[src/rtl/arith_pkg.sv]
// arith_pkg: shared FSM encoding and step/counter sizing helpers for serial_add_sub.
package arith_pkg;
  typedef enum logic [1:0] {IDLE = 2'd0, RUN = 2'd1, DONE = 2'd2} state_e;
  function automatic int steps_f(input int width, input int digit);
    return width / digit;
  endfunction
  function automatic int cnt_w_f(input int width, input int digit);
    return $clog2(width / digit) < 1 ? 1 : $clog2(width / digit);
  endfunction
endpackage

[src/rtl/fa_bit.sv]
// fa_bit: 1-bit full adder cell used to build the per-cycle digit chain.
module fa_bit (
  input  logic a,
  input  logic b,
  input  logic cin,
  output logic s,
  output logic cout
);
  assign s    = a ^ b ^ cin;
  assign cout = (a & b) | (cin & (a ^ b));
endmodule

[src/rtl/serial_add_sub.sv]
// serial_add_sub: multi-cycle add/subtract, DIGIT bits per cycle with a registered inter-digit carry.
module serial_add_sub
  import arith_pkg::*;
#(
  parameter int WIDTH = 8,
  parameter int DIGIT = 1
) (
  input  logic             clk,
  input  logic             rst,
  input  logic             start,
  input  logic             sub,
  input  logic             cin,
  input  logic [WIDTH-1:0] a,
  input  logic [WIDTH-1:0] b,
  output logic             busy,
  output logic             done,
  output logic [WIDTH-1:0] sum,
  output logic             cout,
  output logic             ovf
);
  localparam int STEPS = steps_f(WIDTH, DIGIT);
  localparam int CW    = cnt_w_f(WIDTH, DIGIT);
  if (WIDTH < 2 || DIGIT < 1 || WIDTH % DIGIT != 0) begin : g_bad
    $error("serial_add_sub: WIDTH must be >= 2 and a multiple of DIGIT");
  end
  state_e           state_q, state_d;
  logic [WIDTH-1:0] a_q, a_d, b_q, b_d, sum_q, sum_d, sum_sh;
  logic [CW-1:0]    cnt_q, cnt_d;
  logic             carry_q, carry_d, cout_q, cout_d, ovf_q, ovf_d;
  logic [DIGIT:0]   c;
  logic [DIGIT-1:0] ds;
  assign c[0] = carry_q;
  for (genvar i = 0; i < DIGIT; i++) begin : g_chain
    fa_bit u_fa (.a(a_q[i]), .b(b_q[i]), .cin(c[i]), .s(ds[i]), .cout(c[i+1]));
  end
  // Digit sums enter from the MSB side so the first digit ends up in the LSBs.
  if (DIGIT == WIDTH) begin : g_sh_full
    assign sum_sh = ds;
  end else begin : g_sh_part
    assign sum_sh = {ds, sum_q[WIDTH-1:DIGIT]};
  end
  always_comb begin
    state_d = state_q;
    a_d     = a_q;
    b_d     = b_q;
    cnt_d   = cnt_q;
    carry_d = carry_q;
    sum_d   = sum_q;
    cout_d  = cout_q;
    ovf_d   = ovf_q;
    if (state_q == IDLE && start) begin
      a_d     = a;
      b_d     = b ^ {WIDTH{sub}};
      carry_d = sub ? ~cin : cin;
      cnt_d   = '0;
      state_d = RUN;
    end else if (state_q == RUN) begin
      a_d     = a_q >> DIGIT;
      b_d     = b_q >> DIGIT;
      sum_d   = sum_sh;
      carry_d = c[DIGIT];
      cnt_d   = cnt_q + 1'b1;
      if (cnt_q == CW'(STEPS - 1)) begin
        cout_d  = c[DIGIT];
        ovf_d   = c[DIGIT-1] ^ c[DIGIT];
        state_d = DONE;
      end
    end else if (state_q == DONE) begin
      state_d = IDLE;
    end
  end
  always_ff @(posedge clk) begin
    if (rst) begin
      state_q <= IDLE;
      a_q     <= '0;
      b_q     <= '0;
      cnt_q   <= '0;
      carry_q <= 1'b0;
      sum_q   <= '0;
      cout_q  <= 1'b0;
      ovf_q   <= 1'b0;
    end else begin
      state_q <= state_d;
      a_q     <= a_d;
      b_q     <= b_d;
      cnt_q   <= cnt_d;
      carry_q <= carry_d;
      sum_q   <= sum_d;
      cout_q  <= cout_d;
      ovf_q   <= ovf_d;
    end
  end
  assign busy = state_q == RUN;
  assign done = state_q == DONE;
  assign sum  = sum_q;
  assign cout = cout_q;
  assign ovf  = ovf_q;
endmodule

[config.mk]
export PLATFORM = sky130hd
export DESIGN_NAME = serial_add_sub
export DESIGN_NICKNAME = d
export VERILOG_FILES = /design/src/rtl/arith_pkg.sv /design/src/rtl/fa_bit.sv /design/src/rtl/serial_add_sub.sv
export SDC_FILE = /design/constraint.sdc
export NUM_CORES = 1
export LEC_CHECK = 0
export CAP_MARGIN = 20
export CORE_MARGIN = 1.5
export CORE_UTILIZATION = 49
export CTS_BUF_LIST = sky130_fd_sc_hd__clkbuf_16
export DETAILED_ROUTE_END_ITERATION = 8
export HOLD_SLACK_MARGIN = 0.06
export PLACE_DENSITY = 0.78
export SYNTH_ARGS = -nofsm -noshare
export SYNTH_HDL_FRONTEND = slang
export SYNTH_SLANG_ARGS = --single-unit
[constraint.sdc]
create_clock -name clk -period 1.6 [get_ports clk]
set_clock_uncertainty 0.2 [all_clocks]
set_input_delay 0.48 -clock clk [delete_from_list [all_inputs] [get_ports clk]]
set_output_delay 0.48 -clock clk [all_outputs]
set_load 0.1 [all_outputs]
## Word level (Yosys, flattened, before mapping)

Index checks and enable logic that the tools add are counted.

| storage, ports and cells | value |
|---|---|
| register bits | 32 |
| input port bits | 21 |
| output and inout bits | 12 |
| word-level logic and storage cells | 45 |

| cells by class | value |
|---|---|
| $add $sub $neg | 1 |
| eq/ne operators | 5 |
| muxes and demuxes | 11 |
| bitwise logic cells | 9 |
| reduce and logical (&&, ||, !) cells | 10 |

Operator list:

| cell | number |
|---|---|
| $mux 8 | 4 |
| $xor 8x8->8 | 1 |
| $mux 2 | 3 |
| $reduce_and 2->1 | 3 |
| $mux 1 | 4 |
| $reduce_bool 2->1 | 2 |
| $add 3x1->3 const B | 1 |
| $eq 3x3->1 const B | 1 |
| $ne 3x1->1 const B | 1 |
| $reduce_and 3->1 | 1 |
| $reduce_bool 3->1 | 1 |
| $xor 1x1->1 | 3 |
| $and 1x1->1 | 2 |
| $eq 2x1->1 const B | 1 |
| $eq 2x2->1 const B | 1 |
| $logic_not 2->1 | 1 |
| $ne 2x1->1 const B | 1 |
| $not 1->1 | 2 |
| $reduce_or 2->1 | 1 |
| $logic_and 1x1->1 | 1 |
| $or 1x1->1 | 1 |

## Logic depth before layout (Yosys ltp)

Gate-level depths: netlist of run 1.

| logic depth | value |
|---|---|
| word-level depth | 5 |
| gate-level depth with buffers | 7 |
| mapped depth without buffers | 5 |

## Cells and area by module

Synthesis of run 1 repeated with hierarchy kept, for this count alone.

| unflattened totals | value |
|---|---|
| cell total of the unflattened synthesis | 152 |
| area, all modules | 1532.7 sq um |

By module, submodules not included:

| module | times used | cells each | area an instance (sq um) | seq. area each (sq um) |
|---|---|---|---|---|
| serial_add_sub | 1 | 151 | 1512.7 | 640.6 |
| fa_bit | 1 | 1 | 20.0 | 0.0 |

## Worst setup path after synthesis of run 1

No wires, ideal clock.

| timing | value |
|---|---|
| path kind | register -> register |
| start | reg state_q[1] |
| end | reg sum_q[0] (netlist: sum[0]) |
| library setup time | 128 ps |
| arrival time | 1881 ps |
| data required time | 1272 ps |
| slack | -609 ps |
| stages on the path, launching flop included | 7 |
| path buffers | 2 |
| period minus slack after synthesis | 2209 ps |
| path through | dfxtp_1 > inv_1 > ha_1 > buf_4 > buf_4 > mux2i_1 > nor2_1 |

| on the way | value |
|---|---|
| elaborated cells on any way between the ends | 5 |
| those cells by class | eq/ne: 1; bitwise: 1; reduce/logical: 3 |

RTL lines:

| what | line | source |
|---|---|---|
| from (decl) | serial_add_sub.sv:26 | `state_e state_q, state_d;` |
| from (signal assigned) | serial_add_sub.sv:83 | `state_q <= state_d;` |
| $eq 2x1->1 | n/a |  |
| via busy | serial_add_sub.sv:15 | `output logic busy,` |
| $reduce_and 2->1 (no source line) | n/a |  |
| to (signal assigned) | serial_add_sub.sv:88 | `sum_q <= sum_d;` |
| to (decl) | serial_add_sub.sv:27 | `logic [WIDTH-1:0] a_q, a_d, b_q, b_d, sum_q, sum_d, sum_sh;` |

The timed path passes the listed nets, and every way through them passes these cells.
A chain may end at the register's enable or synchronous reset.

## Final worst setup path of run 1

| timing | value |
|---|---|
| start | reg state_q[0] |
| end | out busy |

| on the way | value |
|---|---|
| longest elaborated chain between the ends | 1 |

RTL lines:

| what | line | source |
|---|---|---|
| $eq 2x1->1 | serial_add_sub.sv:93 | `assign busy = state_q == RUN;` |
| to (decl) | serial_add_sub.sv:15 |  |

No other way between the ends.

==> impl_metrics.toml, run 1 <==
[layout]
final_net_count = 221
final_core_util_pct = 80.3
fill_cells = 167
multiInputGateArea_sq_um = 808
drive_gt1_share_pct = 28.4
syn2layout_area_growth_pct = 54.1
diodes = 0
seq_area_sq_um = 647

[clocking]
hold_buffers = 0
cts.sinks = 32
path_clk_slew_ns = 0.05
cts_tree = "done"
root_buffer = "clkbuf_16"
cts_buffer_depth = 2
h-tree-depth = 2
clock_latency_ns = 0.28
numCtsBuffers = 5

[global_routing]
grt_pass1_vias = 1200
grt_pass1_wl_mm = 5.46
antenna_found_initial = 0
grt_start_max_net_pins = 30
top_usage_layer = "met2"
grt_overflow = 0
met1_usage_pct = 28.8
grt_usage_pct = 21.6
use_met3_pct = 6.80
use_met2_pct = 33.4

[floorplan]
initial_utilization_pct = 52.1
die_width_microns = 57.4
die-area_sq_um = 3290
ioPinCount = 33
core_area_sq_um = 2780
rows = 19
die_y_microns = 57.4

[critical_path]
critPathMaxStageDelay_ns = 0.34
crit_chain = "buf_6 -> ha_4 -> buf_12"
crit_path_top_delay_cell = "dfxtp_2"
end_kind = "primary output"
required_ns = 0.92
worstSetupStartpointType = "flop"
arrival_ns = 1.05
path_buf_inv = 2
cp_top_family = "flip-flops"
worstSetupPathType = "flop to primary output"
cp_max_fo = 3

[yosys]
synth-compound-area-share_pct = 13.1
synth_top_area_cell = "dfxtp_1"
syn_nets = 178
yosys.area.top_type_share_pct = 44.2
synth.avg_cell_area_sq_um = 9.66
synthXorXnorAreaFrac_pct = 6.65
synthFlopType = "dfxtp_1"
yosysSeqAreaShare_pct = 44.2
ys_top_cells_by_area = "dfxtp_1, mux2i_1, xnor2_1"
yosys.area_share.adder_pct = 6.56
synth_edf_count = 0
muxShareOfSynthArea_pct = 13.1
ys_types = 24
synth-simple-area-share_pct = 11.0
synth_area_sq_um = 1450
synthesis.instances = 150
yosysMostFrequentCell = "dfxtp_1"
synth_top_family_by_area = "compound AO/OA/AOI/OAI gates"
synth.ff_latch_count = 32
yosysWarnings = 0
netlist_top_cells_count = "dfxtp_1, mux2i_1, nor2_1"
async_reset_ff_share_pct = 0

[sta]
worst_pin_slew_ns = 0.208
slew_headroom_pct = 85.8
setup_viol = 2
hold_viol_final = 0
fmax_ghz = 0.577
period_minus_slack_ns = 1.73
slew_violations = 0
setup_ws_ns = -0.132
fin_hold_ws_ns = 0.277
rsz0062_at_grt = "yes"
min_period_over_period_pct = 108

[route]
drt-pass1-iter-count = 4
drt_iter0_markers = 59
drc = 0
antenna_left = 0
detailroute.via_count = 1235
viasPerCell = 5.49
routedWlPerCell_microns = 15.6
routed_wl_mm = 3.50

[placed_design]
dp_hpwl_mm = 2.12
gp_congestion = 0.765
io_buffers = 32
pre_cts_ws_ns = -0.302

[power_and_ir_drop]
ir_drop_mv = 1.18
power.density_nw_per_um2 = 1070
leakagePower_nw = 0.852
p_total_mw = 2.40

[run_status]
status = "finished with violations"
violations = "setup timing"

[min_path]
hold_class = "flop to flop"

[run]
maxCapViolCount = 0
-- through the flow --
| step | std cells | setup TNS, ns | area, sq um |
|---|---|---|---|
| final | 225 | -0.245 | 2230 |
| after global routing | 225 | -0.429 | 2230 |
| after CTS | 225 | -0.224 | 2190 |
| after detailed placement | 215 | -5.25 | 1980 |
| after global placement | 215 | -4.13 | 1980 |
| after floorplan | 150 | -0.313 | 1470 |
-- where the power goes --
| group | switching [mW] | leakage, nW | internal, mW |
|---|---|---|---|
| Clock | 0.327 | 0.0789 | 0.722 |
| Sequential | 0.0380 | 0.264 | 0.852 |
| Combinational | 0.231 | 0.510 | 0.227 |
| Total | 0.595 | 0.852 | 1.80 |
-- cell families after synthesis --
logic type / after synthesis
compound gates: 30
buf+inv: 13
mux: 19
flops: 32
xor+xnor: 11
fa+ha+maj: 7
simple gates: 38
-- layer usage --
layer / up-vias / routed length, microns
met3: 7 / 218
met4: 0 / 68
met1: 579 / 1500
met5: - / 0
met2: 50 / 1720
li1: 599 / -
-- worst reg2reg max path, cell delays in order (launching register included) --
cell and delay [ns]:
dfxtp_2 0.36, inv_2 0.07, buf_4 0.14, ha_4 0.16
and2_4 0.17, buf_4 0.15, a21oi_1 0.13, a211oi_1 0.08
-- layout by cell type, fill, tap and decap left out, drive strengths merged, types with 3 or more instances in the layout --
| cell type | netlist | final |
|---|---|---|
| a211oi | 8 | 8 |
| a21oi | 12 | 12 |
| dfxtp | 32 | 32 |
| nand2 | 12 | 12 |
| o22ai | 8 | 8 |
| clkdlybuf4s50 | 0 | 20 |
| buf | 7 | 26 |
| ha | 6 | 6 |
| mux2i | 19 | 19 |
| nor2 | 19 | 19 |
| inv | 3 | 3 |
| nand2b | 3 | 3 |
| xnor2 | 10 | 10 |
| clkbuf | 3 | 5 |
-- registers in the layout, summed over array words and instances (netlist names) --
name and flops:
b_q 8, ovf 1, state_q 2, cnt_q 3
a_q 8, sum 8, cout 1, carry_q 1
-- final cells by class --
cell class,count,area share [%]
timing repair buffer,46,25.2
inverter,3,0.617
sequential,32,29.0
multi-input combinational,105,36.2
clock inverter,3,1.68
tap,31,1.74
clock buffer,5,5.61
-- path summary, 6_finish.rpt --
check / start / slack (ns) / depth (start not counted) / endpoint
worst min-delay path: a_q[7]$_SDFFE_PP0P_ / 0.28 / 2 / a_q[7]$_SDFFE_PP0P_
worst min register to register: a_q[7]$_SDFFE_PP0P_ / 0.28 / 2 / a_q[7]$_SDFFE_PP0P_
worst max-delay path: state_q[0]$_SDFFE_PP0P_ / -0.13 / 3 / busy
worst max register to register: state_q[1]$_SDFFE_PP0P_ / 0.03 / 7 / a_q[1]$_SDFFE_PP0P_
-- what timing repair did --
action / CTS / global route
endpoints found under the setup margin: 8 / 18
gates resized for setup: 9 / 8
pin swaps: 2 / 4
setup buffers: 2 / 0
Power figures use the tool's default switching activity.
==> run 2: changes to the inputs <==
--- a/config.mk
+++ b/config.mk
@@ -5,12 +5,12 @@
 export SDC_FILE = /design/constraint.sdc
 export NUM_CORES = 1
 export LEC_CHECK = 0
+export ABC_CLOCK_PERIOD_IN_PS = 1600
 export CAP_MARGIN = 20
 export CORE_MARGIN = 1.5
 export CORE_UTILIZATION = 49
 export CTS_BUF_LIST = sky130_fd_sc_hd__clkbuf_16
 export DETAILED_ROUTE_END_ITERATION = 8
-export HOLD_SLACK_MARGIN = 0.06
 export PLACE_DENSITY = 0.78
 export SYNTH_ARGS = -nofsm -noshare
 export SYNTH_HDL_FRONTEND = slang
==> results of run 2 <==
Final layout, timing and power as in run 1 (identical DEF).
